--- config.mk ---
export PLATFORM = sky130hd
export DESIGN_NAME = uart_rx_fifo
export DESIGN_NICKNAME = d
export VERILOG_FILES = /design/src/rtl/uart_rx_fifo.sv
export SDC_FILE = /design/constraint.sdc
export NUM_CORES = 1
export LEC_CHECK = 0
export BUFFER_PORTS_ARGS = -buffer_cell sky130_fd_sc_hd__buf_4
export CAP_MARGIN = 25
export CORE_MARGIN = 4
export CORE_UTILIZATION = 61
export DETAILED_ROUTE_END_ITERATION = 8
export PLACE_DENSITY = 0.79
export SLEW_MARGIN = 20
export SYNTH_ARGS = -nofsm -noshare
export SYNTH_HDL_FRONTEND = slang
export SYNTH_SLANG_ARGS = --single-unit
export TNS_END_PERCENT = 1
--- constraint.sdc ---
create_clock -name clk -period 4.56 [get_ports clk]
set_input_delay 0.228 -clock clk [delete_from_list [all_inputs] [get_ports clk]]
set_output_delay 0.228 -clock clk [all_outputs]
set_load 0.01 [all_outputs]
--- src/rtl/uart_rx_fifo.sv ---
// Receive FIFO between the UART character assembler and the register file.
// Each record carries data[10:3] plus break, parity-error and framing-error flags in [2:0].
module uart_rx_fifo #(
   parameter int unsigned FIFO_WIDTH     = 11,
   parameter int unsigned FIFO_DEPTH     = 16,
   parameter int unsigned FIFO_POINTER_W = 4,
   parameter int unsigned FIFO_COUNTER_W = 5
) (
   input  logic                      clk,
   input  logic                      wb_rst_ni,
   input  logic                      push,
   input  logic [FIFO_WIDTH-1:0]     data_in,
   input  logic                      pop,
   input  logic                      fifo_reset,
   input  logic                      reset_status,
   output logic [FIFO_WIDTH-1:0]     data_out,
   output logic [FIFO_COUNTER_W-1:0] count,
   output logic                      overrun,
   output logic                      error_bit
);

   localparam logic [FIFO_COUNTER_W-1:0] FULL_COUNT = FIFO_COUNTER_W'(FIFO_DEPTH);

   logic [FIFO_WIDTH-1:0]     mem [FIFO_DEPTH];
   logic [FIFO_POINTER_W-1:0] wr_ptr_q, rd_ptr_q;
   logic [FIFO_COUNTER_W-1:0] count_q, count_d;
   logic [FIFO_COUNTER_W-1:0] err_cnt_q, err_cnt_d;
   logic                      overrun_q, overrun_d;
   logic [FIFO_WIDTH-1:0]     head;
   logic                      empty, full;
   logic                      pop_ok, push_ok;
   logic                      push_err, pop_err;

   assign head  = mem[rd_ptr_q];
   assign empty = (count_q == '0);
   assign full  = (count_q == FULL_COUNT);

   // A pop frees a slot in the same cycle, so a full FIFO can still take a push alongside it.
   assign pop_ok   = pop && !empty;
   assign push_ok  = push && (!full || pop_ok);
   assign push_err = push_ok && (|data_in[2:0]);
   assign pop_err  = pop_ok && (|head[2:0]);

   always_comb begin
      count_d = count_q;
      unique case ({push_ok, pop_ok})
         2'b10:   count_d = count_q + 1'b1;
         2'b01:   count_d = count_q - 1'b1;
         default: count_d = count_q;
      endcase
   end

   always_comb begin
      err_cnt_d = err_cnt_q;
      unique case ({push_err, pop_err})
         2'b10:   err_cnt_d = err_cnt_q + 1'b1;
         2'b01:   err_cnt_d = err_cnt_q - 1'b1;
         default: err_cnt_d = err_cnt_q;
      endcase
   end

   // A dropped push sets overrun even when the status read clears it in the same cycle.
   always_comb begin
      overrun_d = overrun_q;
      if (push && !push_ok) begin
         overrun_d = 1'b1;
      end else if (reset_status) begin
         overrun_d = 1'b0;
      end
   end

   always_ff @(posedge clk or negedge wb_rst_ni) begin
      if (!wb_rst_ni) begin
         wr_ptr_q  <= '0;
         rd_ptr_q  <= '0;
         count_q   <= '0;
         err_cnt_q <= '0;
         overrun_q <= 1'b0;
      end else if (fifo_reset) begin
         wr_ptr_q  <= '0;
         rd_ptr_q  <= '0;
         count_q   <= '0;
         err_cnt_q <= '0;
         overrun_q <= 1'b0;
      end else begin
         if (push_ok) begin
            wr_ptr_q <= wr_ptr_q + 1'b1;
         end
         if (pop_ok) begin
            rd_ptr_q <= rd_ptr_q + 1'b1;
         end
         count_q   <= count_d;
         err_cnt_q <= err_cnt_d;
         overrun_q <= overrun_d;
      end
   end

   // Storage is deliberately left uninitialised; data_out masks it while empty.
   always_ff @(posedge clk) begin
      if (push_ok && !fifo_reset) begin
         mem[wr_ptr_q] <= data_in;
      end
   end

   assign data_out  = empty ? '0 : head;
   assign count     = count_q;
   assign overrun   = overrun_q;
   assign error_bit = (err_cnt_q != '0);

endmodule

==> run metrics <==
crit path max fanout=17; register area share after synthesis=71.09%; die area=15190 sq um; most frequent cells in the layout=edfxtp_1, buf_4, mux4_2; Static Leak=0.003185 uW; hold path start=data_in[9]; clk_skew=roughly 7 ps; Yosys cell types=between 40 and 50; DRC=0; # setup viols final=0; fin util=72.00%; hold_buf cts=1; Area Overhead vs Synth=13.96%; WP data required=4870 ps; Via density=6.146; initial antenna violation count=0; CTS Root Cell=clkbuf_16; Mapped Avg Cell Area=between 15 and 20 sq um; DIE WIDTH=123.3 microns; input/output buffers=34; vias in the first global route=4203; CP startpoint=rd_ptr_q[0]$_DFFE_PN0P_; TritonCTS Buffers=17; share of cells above drive strength 1=30.49%; Final Hold Viols=0; RSZ-0062 raised after global routing=no; Slew Limit Headroom=45.14%; Detailed Place HPWL=9775 microns; Initial DRT Pass Iterations=5; diodes inserted=0; commonest non-fill, non-tap cell in the layout=edfxtp_1; Post-CTS Setup Inserts=0; Worst Hold Class=primary input to flip-flop; Cell Pwr Density=505.1 nW/um^2; Post-Syn Instances=between 400 and 500; type of origin of the critical path=flip-flop; DRT iter0 DRCs=about 480; period utilization=87.24%; Initial Utilization=63.18%; #FFs+latches synth=roughly 200; maximum achievable frequency=approximately 250 MHz; largest net degree at the start of global routing=34; first-pass GRT wire length=24770 microns; CTS sink count=~200; status=finished, final reports clean; Final Max Slew Viols=0; FF-to-FF Start=rd_ptr_q[0]$_DFFE_PN0P_; GPL Wtd Cong=roughly 0.8; number of enable flip-flop cells after synthesis=~180; Rows=41; via count=4081; Worst EP arrival=between 4000 and 5000 ps; antenna viol nets, final=0; Slew @ Worst Pin=823.0 ps; kind of critical path=flip-flop to flip-flop; Core Region=roughly 13000 sq um; Max rail drop VDD=344.5 uV; Setup crit end kind=flip-flop; Max-Cap Viols=0; Async SR Flop Fraction=roughly a tenth; gr ovfl total=0; Max H-tree Level=4; final setup TNS=0 ps; later-pin clock latency in the skew report=430 ps; Die Height=123.3 microns; Total GRT Usage=23.34%; YS warnings=0; filler instances=806; I/O pin count=35; fin crit period=3978 ps; CTS clk-pin slew, worst paths=around 70 ps; nets=509; routed len/inst=24.38 microns; Top FF cell, synth=edfxtp_1; area of the mapped netlist=between 8000 and 9000 sq um; final WL=16190 microns; CTS tree=built; post-cts resize count=0; syn nets=454; CTS Buffer Depth=2
[synthesized netlist by cell type, types with 2 or more instances]
cell type	instances	area share, %
fa_1	2	0.49
inv_1	9	0.42
mux4_2	49	14
or3b_2	2	0.22
dfrtp_1	19	5.9
nor4b_1	2	0.22
mux4_1	3	0.97
xnor2_1	5	0.54
nand2b_1	2	0.15
nor2b_1	18	1.4
mux2i_1	4	0.49
nand3b_1	2	0.19
a21oi_1	6	0.37
edfxtp_1	176	65
xor2_1	6	0.65
ha_1	11	1.7
buf_6	2	0.28
buf_2	4	0.25
nand4_1	2	0.15
nor2_1	27	1.3
buf_1	3	0.14
or2_2	2	0.15
nand3_1	4	0.25
nor3_1	8	0.49
nand3_2	2	0.25
and3_1	4	0.31
a21o_1	3	0.28
a31oi_1	3	0.23
nand2_1	16	0.74
mux2_1	5	0.69
a22oi_2	2	0.31
clkbuf_1	9	0.42
[path summary, 6_finish.rpt]
kind                                                  to  slack, ps  cells past startpoint
max in group asynchronous        rd_ptr_q[0]$_DFFE_PN0P_       4110                      2
worst max register to register  err_cnt_q[4]$_DFFE_PN0P_        580                     14
min in group asynchronous       err_cnt_q[3]$_DFFE_PN0P_        220                      2
worst max-delay path            err_cnt_q[4]$_DFFE_PN0P_        580                     14
worst min-delay path                 mem[3][9]$_DFFE_PP_         90                      1
worst min register to register   wr_ptr_q[1]$_DFFE_PN0P_        610                      2
[flip-flops by register name (all words and copies together) (netlist names)]
register and count:
rd_ptr_q 4, err_cnt_q 5, overrun 1, count 5, mem 176, wr_ptr_q 4
[report_power, final]
part	internal, uW	leakage, uW	switching, uW	total [uW]
Sequential	2010	0.00184	98.2	2110
Combinational	576	0.00107	571	1150
Clock	798	0.000273	608	1410
[through the flow]
| stage | total power [uW] | area, sq um | setup WS (ps) | hold WS, ps | cells |
|---|---|---|---|---|---|
| final | 4664 | 9234 | 581.7 | 85.62 | 664 |
| after global routing | 4870 | 9234 | 327.4 | 81.06 | 664 |
| after CTS | 4694 | 9234 | 529.0 | 73.12 | 664 |
| after global placement | 3254 | 8658 | 746.1 | 122.7 | 629 |
| after floorplan | 2882 | 8103 | 1277 | -67.59 | 424 |
| after detailed placement | 3291 | 8673 | 636.2 | 118.8 | 631 |
[area by class of cell]
cell class / instances / area, sq um / area share [%]
multi-input cells: 202 / 2263 / 24.51
clock buffers: 20 / 436.7 / 4.729
inverters: 9 / 33.78 / 0.3659
clock inverters: 12 / 113.9 / 1.233
well taps: 172 / 215.2 / 2.331
flip-flops and latches: 195 / 5763 / 62.41
repair buffers: 54 / 407.9 / 4.417
[metal layers]
| metal | share of wire (%) | GRT usage, % | up-vias |
|---|---|---|---|
| met1 | 42 | 33.36 | 2122 |
| met5 | 0 | 0 | - |
| met3 | 6.0 | 5.398 | 16 |
| li1 | - | - | 1791 |
| met2 | 50 | 37.14 | 152 |
| met4 | 1.3 | 6.159 | 0 |
[cell families after synthesis]
kind of cell / Yosys count / share of synthesized area (%)
and+or+nand+nor: 95 / 6.084
adders and majority gates: 13 / 2.193
muxes: 61 / 15.78
AOI/OAI and AO/OA: 21 / 1.961
DFF: 195 / 71.09
xor gates and xnor gates: 12 / 1.390
buffers and inverters: 27 / 1.498
[critical path, cell delays in order, from the launching register on]
cell	delay [ps]
dfrtp_2	730
buf_4	330
mux4_2	520
nand2_1	110
nand3_1	140
o31ai_4	320
or2_2	190
inv_1	70
ha_1	300
nor2b_1	160
o21ai_0	180
nand2b_1	90
or2_0	200
mux2i_1	150
mux2_1	340
No activity file was read; power rests on OpenSTA's default activity.
